<file path="src/rtl/score_keeper_if.sv">
// rtl/score_keeper_if.sv - pong game-flow handshake bundle: control inputs, scores and ball-engine outputs
interface score_keeper_if;
  logic       start;
  logic       goal_p1;
  logic       goal_p2;
  logic [3:0] score_p1;
  logic [3:0] score_p2;
  logic       ball_enable;
  logic       serve;
  logic       serve_dir;
  logic       game_over;

  modport master (
    output start, goal_p1, goal_p2,
    input  score_p1, score_p2, ball_enable, serve, serve_dir, game_over
  );

  modport slave (
    input  start, goal_p1, goal_p2,
    output score_p1, score_p2, ball_enable, serve, serve_dir, game_over
  );
endinterface

</file>
<file path="src/rtl/score_keeper.sv">
// rtl/score_keeper.sv - pong game-flow controller: scores, serve pause, game over and restart
module score_keeper #(
  parameter int WIN_SCORE    = 9,
  parameter int PAUSE_CYCLES = 1024
) (
  input logic           clk,
  input logic           reset,
  score_keeper_if.slave sk
);
  localparam int            CW         = $clog2(PAUSE_CYCLES);
  localparam logic [CW-1:0] PAUSE_LOAD = CW'(PAUSE_CYCLES - 1);
  localparam logic [3:0]    WIN        = 4'(WIN_SCORE);

  typedef enum logic [1:0] {IDLE, PAUSE, PLAY, OVER} state_t;

  state_t        state;
  logic [CW-1:0] pause_cnt;
  logic          start_q;
  logic          armed;
  logic [3:0]    p1;
  logic [3:0]    p2;
  logic          ball_en;
  logic          serve_r;
  logic          dir;
  logic          over;
  logic          start_rise;

  // armed blocks a start level that was already high when reset released
  assign start_rise = sk.start & ~start_q & armed;

  always_ff @(posedge clk) begin
    if (reset) begin
      state     <= IDLE;
      pause_cnt <= '0;
      start_q   <= 1'b0;
      armed     <= 1'b0;
      p1        <= 4'd0;
      p2        <= 4'd0;
      ball_en   <= 1'b0;
      serve_r   <= 1'b0;
      dir       <= 1'b0;
      over      <= 1'b0;
    end else begin
      start_q <= sk.start;
      armed   <= 1'b1;
      serve_r <= 1'b0;
      case (state)
        IDLE, OVER: begin
          if (start_rise) begin
            p1        <= 4'd0;
            p2        <= 4'd0;
            dir       <= 1'b0;
            over      <= 1'b0;
            pause_cnt <= PAUSE_LOAD;
            state     <= PAUSE;
          end
        end
        PAUSE: begin
          if (pause_cnt == '0) begin
            state   <= PLAY;
            ball_en <= 1'b1;
            serve_r <= 1'b1;
          end else begin
            pause_cnt <= pause_cnt - CW'(1);
          end
        end
        PLAY: begin
          if (sk.goal_p1 && sk.goal_p2) begin
            ball_en   <= 1'b0;
            pause_cnt <= PAUSE_LOAD;
            state     <= PAUSE;
          end else if (sk.goal_p1 || sk.goal_p2) begin
            ball_en <= 1'b0;
            // serve goes toward the player who conceded the point
            if (sk.goal_p1) begin
              p1  <= p1 + 4'd1;
              dir <= 1'b1;
            end else begin
              p2  <= p2 + 4'd1;
              dir <= 1'b0;
            end
            if ((sk.goal_p1 && (p1 + 4'd1 == WIN)) || (sk.goal_p2 && (p2 + 4'd1 == WIN))) begin
              over  <= 1'b1;
              state <= OVER;
            end else begin
              pause_cnt <= PAUSE_LOAD;
              state     <= PAUSE;
            end
          end
        end
        default: state <= IDLE;
      endcase
    end
  end

  assign sk.score_p1    = p1;
  assign sk.score_p2    = p2;
  assign sk.ball_enable = ball_en;
  assign sk.serve       = serve_r;
  assign sk.serve_dir   = dir;
  assign sk.game_over   = over;
endmodule

</file>
<file path="src/flat_wrapper.sv">
// flat-port wrapper written by rule: the top's interface ports become plain ports
module score_keeper_flat 
#(
  parameter int WIN_SCORE    = 9,
  parameter int PAUSE_CYCLES = 1024
)
  (clk, reset, sk_start, sk_goal_p1, sk_goal_p2, sk_score_p1, sk_score_p2, sk_ball_enable, sk_serve, sk_serve_dir, sk_game_over);
  score_keeper_if sk_i ();
  input logic clk;
  input logic reset;
  input wire logic [$bits(sk_i.start)-1:0] sk_start;
  input wire logic [$bits(sk_i.goal_p1)-1:0] sk_goal_p1;
  input wire logic [$bits(sk_i.goal_p2)-1:0] sk_goal_p2;
  output wire logic [$bits(sk_i.score_p1)-1:0] sk_score_p1;
  output wire logic [$bits(sk_i.score_p2)-1:0] sk_score_p2;
  output wire logic [$bits(sk_i.ball_enable)-1:0] sk_ball_enable;
  output wire logic [$bits(sk_i.serve)-1:0] sk_serve;
  output wire logic [$bits(sk_i.serve_dir)-1:0] sk_serve_dir;
  output wire logic [$bits(sk_i.game_over)-1:0] sk_game_over;
  assign sk_i.start = sk_start;
  assign sk_i.goal_p1 = sk_goal_p1;
  assign sk_i.goal_p2 = sk_goal_p2;
  assign sk_score_p1 = sk_i.score_p1;
  assign sk_score_p2 = sk_i.score_p2;
  assign sk_ball_enable = sk_i.ball_enable;
  assign sk_serve = sk_i.serve;
  assign sk_serve_dir = sk_i.serve_dir;
  assign sk_game_over = sk_i.game_over;
  score_keeper #(.WIN_SCORE(WIN_SCORE), .PAUSE_CYCLES(PAUSE_CYCLES)) u_core (.clk(clk), .reset(reset), .sk(sk_i));
endmodule
</file>
<file path="config.mk">
export PLATFORM = sky130hd
export DESIGN_NAME = score_keeper_flat
export DESIGN_NICKNAME = d
export VERILOG_FILES = /design/src/rtl/score_keeper_if.sv /design/src/rtl/score_keeper.sv /design/src/flat_wrapper.sv
export SDC_FILE = /design/constraint.sdc
export NUM_CORES = 1
export LEC_CHECK = 0
export CAP_MARGIN = 20
export CORE_MARGIN = 3
export CORE_UTILIZATION = 41
export CTS_CLUSTER_SIZE = 25
export DETAILED_ROUTE_END_ITERATION = 8
export PLACE_DENSITY = 0.64
export SETUP_SLACK_MARGIN = 0.2
export SLEW_MARGIN = 20
export SYNTH_ARGS = -nofsm -noshare
export SYNTH_HDL_FRONTEND = slang
export SYNTH_SLANG_ARGS = --single-unit
</file>
<file path="constraint.sdc">
create_clock -name clk -period 2 [get_ports clk]
set_clock_uncertainty 0.1 [all_clocks]
set_input_delay 0.4 -clock clk [delete_from_list [all_inputs] [get_ports clk]]
set_output_delay 0.4 -clock clk [all_outputs]
set_load 0.02 [all_outputs]
</file>
==> results.txt <==
number of global-route vias before repair = 1239
Worst setup SP type = flop
cells after synthesis = 172
Fin Hold WS = 0.409 ns
CP Max Fanout = 3
Via-to-Cell Ratio = 5.55
simple-gate portion of the synthesized area = 22.5%
Storage cell area = 547 um^2
share of layout cells above drive strength 1 = 33.2%
global route total overflow = 0
Max-slew headroom = 78.6%
CTS tree = yes
origin of the critical flop-to-flop path = u_core.pause_cnt[2]$_SDFFE_PP0P_
Worst-Skew Late Latency = 0.32 ns
GP Congestion = 0.862
Tightest Pin Transition = 0.321 ns
Period minus WS final = 2.04 ns
most frequent cells in the layout = buf_4, dfxtp_1, inv_1, a21oi_1, dlygate4sd2_1
Post-synth top flop = dfxtp_1
Final Hold Vio Count = 0
CP required = 2.14 ns
CP Cell Sequence = or4_4, or4_4, o31ai_4, a31oi_1, a311oi_1
asr flop ratio synth = 0%
Layout Area Growth over Synthesis = 42.1%
largest family of logic cells by synthesized area = compound AO/OA/AOI/OAI gates
Mapped Area = 1460 um^2
P_leak = 0.858 nW
worst vdd ir = 0.000484 V
family with the most delay on the worst path = simple AND/OR/NAND/NOR gates
first-pass GRT wire length = 5660 um
max_cap viols = 0
CTS H-Tree Depth = 1
Sink Count = 26
post-synthesis mux area share = 1.37%
WP buf/inv = 0
CP Capture Type = flop
Post-Synth Adder-Cell Area = 6.84%
largest net degree at the start of global routing = 23
hold_sp = u_core.pause_cnt[9]$_SDFFE_PP0P_
final worst path period share = 102%
via count = 1410
post-synthesis sequential area ratio = 35.6%
io pins = 17
Yosys Warn Count = 0
failing checks = setup timing
initial drt markers = 93
Post-Route WL = 3570 um
Initial Utilization = 43.2%
Final Instance Count excl. Fillers = 254
Synth Area per Inst = 8.51 um^2
fin worst setup slack = -0.0419 ns
fmax = 0.490 GHz
crit path launch = u_core.pause_cnt[2]$_SDFFE_PP0P_
initial antenna violation count = 0
Die Span X = 65.8 um
Post-CTS Hold Buffers = 0
Worst-path clk slew = 0.14 ns
Rows = 21
CORE AREA = 3390 um^2
area share of xor/xnor cells in the synthesized design = 2.99%
ANT nets after route = 0
RSZ-0062 raised after global routing = true
Worst path slowest cell = or4_4
Setup-failing EPs final = 1
post-synth cell types = 45
most common cell after layout, fill and taps aside = buf_4
Filler cells = 289
status = finished, violations left
ratio of total power to cell area = 634 nW/um^2
Yosys reg bits = 26
Port Buffers = 16
post-DP HPWL = 2320 um
Hold WC Path Type = reg -> reg
nets = 223
DR pass1 iterations = 4
dpl cells = 241
DRC viols = 0
Global Route Usage Sum = 16.9%
wire per inst = 14.0 um
cts bufs inserted = 3
Worst path max stage delay = 0.54 ns
Post-synth EDFFs = 0
Synth Area in Compound Gates = 25.0%
CTS root buffer = clkbuf_4
critical path's most frequent cell = or4_4
die height = 65.8 um
Setup Crit Path Kind = reg -> reg
Antenna diodes = 0
Mapped Nets = 185
footprint of the multi-input gates = 1050 um^2
die area = 4320 um^2
CTS Buffer Depth = 2
Max Slew Vio Count = 0
Arr. time, crit path = 2.19 ns
## what timing repair did
action | CTS | global route
gates resized for setup | 27 | 33
setup buffers | 1 | 6
cloned | 1 | 2
pin swaps | 2 | 6
setup endpoints to repair | 20 | 15
## final cells by class
cell class	count	share of cell area, %
Clock buffer	3	1.08
Inverter	12	2.17
Multi-Input combinational cell	127	50.7
Sequential cell	26	26.3
Tap cell	46	2.77
Timing Repair Buffer	40	17.0
## synth_stat cells (all sizes together), types with 3 or more instances
cell,instances,area [um^2]
nand3,5,25.0
a21oi,11,55.1
xor2,3,26.3
clkbuf,4,16.3
o21ai,10,50.1
nor2,10,37.5
inv,12,45.0
dfxtp,26,521
nand2,8,30.0
nand2b,6,37.5
and2,5,31.3
nand4,3,18.8
nor2b,4,25.0
ha,8,100
a311oi,8,70.1
buf,4,22.5
a31oi,8,50.1
## cell families (layout without fill, tap and decap cells)
| kind of cell | Yosys count | in the layout |
|---|---|---|
| simple gates | 57 | 58 |
| compound gates | 54 | 54 |
| flops | 26 | 26 |
| buf+inv | 20 | 55 |
| fa+ha+maj | 8 | 8 |
| xor+xnor | 5 | 5 |
| mux | 2 | 2 |
## routing by layer
layer	routed length [um]	global-route usage (%)
met5	0	0
met4	25	4.40
met3	113	4.27
met2	1660	26.2
met1	1770	23.1
## power by group
group	internal, mW	switching (mW)
logic	0.242	0.243
registers	0.561	0.0553
clock network	0.0705	0.148
total	0.873	0.446
## stage by stage
stage	setup WS (ns)	TNS (ns)	utilization, %	instance area [um^2]	total power [mW]
final	-0.0419	-0.0419	61.4	2080	1.32
after detailed placement	-0.217	-2.02	52.8	1790	0.997
after global routing	-0.108	-0.205	61.4	2080	1.41
after floorplan	0.0321	0	-	1510	0.877
after global placement	-0.159	-1.39	52.8	1790	0.981
after CTS	-0.0470	-0.0686	55.4	1880	1.26
## path summary, 6_finish.rpt
path / end / slack, ns / cells after the start
min reg2reg: u_core.pause_cnt[9]$_SDFFE_PP0P_ / 0.41 / 1
max: u_core.pause_cnt[9]$_SDFFE_PP0P_ / -0.04 / 5
max reg2reg: u_core.pause_cnt[9]$_SDFFE_PP0P_ / -0.04 / 5
min: u_core.pause_cnt[9]$_SDFFE_PP0P_ / 0.41 / 1
## sequential cells by signal (all words and copies together), names as in the netlist
register / flops
u_core.pause_cnt: 10
u_core.sk.serve: 1
u_core.start_q: 1
u_core.armed: 1
u_core.sk.serve_dir: 1
u_core.sk.game_over: 1
u_core.state: 2
u_core.sk.score_p2: 4
u_core.sk.score_p1: 4
u_core.sk.ball_enable: 1
Power figures use the tool's default switching activity.
==> variant (same flow settings) <==
Encoding of `state_t`: now one-hot (4 bits for 4 states).
--- a/src/rtl/score_keeper.sv
+++ b/src/rtl/score_keeper.sv
@@ -11,7 +11,7 @@
   localparam logic [CW-1:0] PAUSE_LOAD = CW'(PAUSE_CYCLES - 1);
   localparam logic [3:0]    WIN        = 4'(WIN_SCORE);
 
-  typedef enum logic [1:0] {IDLE, PAUSE, PLAY, OVER} state_t;
+  typedef enum logic [3:0] {IDLE = 4'b0001, PAUSE = 4'b0010, PLAY = 4'b0100, OVER = 4'b1000} state_t;
 
   state_t        state;
   logic [CW-1:0] pause_cnt;
Check against the original RTL: no difference found for any inputs over 10 cycles, from zero or initial values and one cycle with reset high; not proved beyond that.
==> variant against the original RTL <==
Power up 0.64%. Area after synthesis up 4.8%. Design area up 8.1%. Setup slack better by 55 ps. Critical path type unchanged. Final cell count up 4.3%. Sequential cell count grew 2. Critical endpoint is now u_core.pause_cnt[1]. Routed wire length rose by 4.8%. Largest power group unchanged. Global-route usage rose by 0.66 points.
==> variant: results (changes against the original RTL) <==
worst IR drop on VDD 0.0004398 V (was 0.0004843 V); CTS clock-pin slew for the worst setup and hold paths 100 ps (was 140 ps); initial antenna violation count 0 (unchanged); DP Area 1953 sq um (was 1788 sq um); register area share after synthesis 36.54% (was 35.56%); max FFs per register 10 (unchanged); antenna diode count 0 (unchanged); cells on worst reg2reg path 4 (was 5); leakage power 0.001005 uW (was 0.0008576 uW); port buffer count 16 (unchanged); Max-slew headroom 68.10% (was 78.59%); vias per cell 5.332 (was 5.551); Clock Latency Late Sink 270 ps (was 320 ps); GRT Util Overall 17.53% (was 16.87%); DRT Pass-1 Iters 4 (unchanged); Cell Int Power 947.9 uW (was 873.2 uW); synth cell count leaders 28 x dfxtp_1, 16 x inv_1, 11 x a21oi_1, 11 x nand2_1 (was 26 x dfxtp_1, 12 x inv_1, 11 x a21oi_1); Crit Path Max Fanout 6 (was 3); worst min path class reg -> reg (unchanged); Fillers 287 (was 289); Total Wirelength 3737 um (was 3567 um); H-tree Lvls 1 (unchanged); CTS Buf Count 3 (unchanged); share of post-route cells with drive strength above 1 36.99% (was 33.17%); mean post-synth cell area 9.077 sq um (was 8.511 sq um); fin nets 231 (was 223); placed cell count 254 (was 241); pre-CTS setup slack -381.5 ps (was -217.4 ps); Syn Nets 180 (was 185); FFs w/ async S/R, synth 0% (unchanged); Synth cell types 46 (was 45); first-pass GRT wire length 6134 um (was 5658 um); routed len/inst 14.10 um (was 14.04 um); maximum buffer depth of the clock tree 2 (unchanged); 1st-iter DRT viols 66 (was 93); status finished clean (was finished, violations left); hold depth 1 (unchanged); largest net degree at the start of global routing 18 (was 23); Post-DP HPWL 2753 um (was 2322 um); cells taking the most area after synthesis dfxtp_1 37%, ha_1 4.9%, inv_1 3.9% (was dfxtp_1 36%, ha_1 6.8%, a311oi_1 4.8%); root buffer selected by CTS clkbuf_8 (was clkbuf_4); GP Congestion 0.8098 (was 0.8621); YS warnings 0 (unchanged); vias in the first global route 1389 (was 1239); largest register by flop count u_core.pause_cnt (unchanged); CP arrival 2050 ps (was 2190 ps)
variant: cell types whose count changed after synthesis, moves of 4 or more:
cell	before	now
and2_1	5	0
nor3_1	2	9
a311oi_1	8	1
a31oi_1	8	0
inv_1	12	16
nand2b_1	6	1
variant: critical path, stage by stage (launching register included):
cell      delay (ps)
dfxtp_2          360
or4b_4           590
a311oi_4         340
o21ai_4          170
mux2_4           320
variant: cells by family after synthesis:
group           after synthesis  share of synthesized area (%)
xor+xnor                      6                          3.426
simple gates                 60                          22.43
mux                           3                          2.121
buf+inv                      23                          6.770
flops                        28                          36.54
compound gates               43                          23.82
fa+ha+maj                     6                          4.894
variant: what timing repair did:
action | CTS | global route
pin swaps | 5 | 9
gates resized for setup | 17 | 37
buffers inserted | 4 | 3
endpoints found under the setup margin | 21 | 29
gates cloned | 0 | 0
variant: path summary, 6_finish.rpt:
path	slack, ps	to	from
max	10	u_core.pause_cnt[1]	u_core.state[0]
min	370	u_core.sk.serve_dir	u_core.sk.serve_dir
max reg2reg	10	u_core.pause_cnt[1]	u_core.state[0]
min reg2reg	370	u_core.sk.serve_dir	u_core.sk.serve_dir
variant: stage by stage:
| stage | power [uW] | hold slack (ps) | util (%) |
|---|---|---|---|
| 3_3_place_gp | 928.4 | 354.1 | 56.31 |
| 6_report | 1327 | 374.7 | 64.79 |
| 4_1_cts | 1323 | 385.7 | 59.74 |
| 3_5_place_dp | 941.4 | 362.0 | 56.31 |
| 2_1_floorplan | 810.8 | 349.5 | - |
| 5_1_grt | 1409 | 412.6 | 64.79 |
variant: per-layer routing:
| layer | global-route usage, % | up-vias | part of all wire, % | routed length, um |
|---|---|---|---|---|
| met5 | 0 | - | 0 | 0 |
| met4 | 6.076 | 0 | 0.80 | 30 |
| met3 | 3.494 | 4 | 3.4 | 127 |
| met2 | 28.34 | 25 | 49 | 1828 |
| li1 | - | 724 | - | - |
| met1 | 23.19 | 660 | 47 | 1750 |
variant: area by class of cell:
cell class	count	area [sq um]	area share [%]
Inverter	17	63.81	2.840
Tap cell	46	57.56	2.561
Timing Repair Buffer	52	464.2	20.66
Sequential cell	28	584.3	26.00
Clock buffer	4	55.05	2.450
Multi-Input combinational cell	118	1022	45.49
variant: power by group through the flow:
stage / combinational [uW] / clock (uW) / sequential [uW]
after floorplan: 176 / 0 / 635
after global placement: 290 / 0 / 638
after detailed placement: 301 / 0 / 641
after CTS: 325 / 368 / 631
after global routing: 379 / 392 / 637
final: 347 / 350 / 631
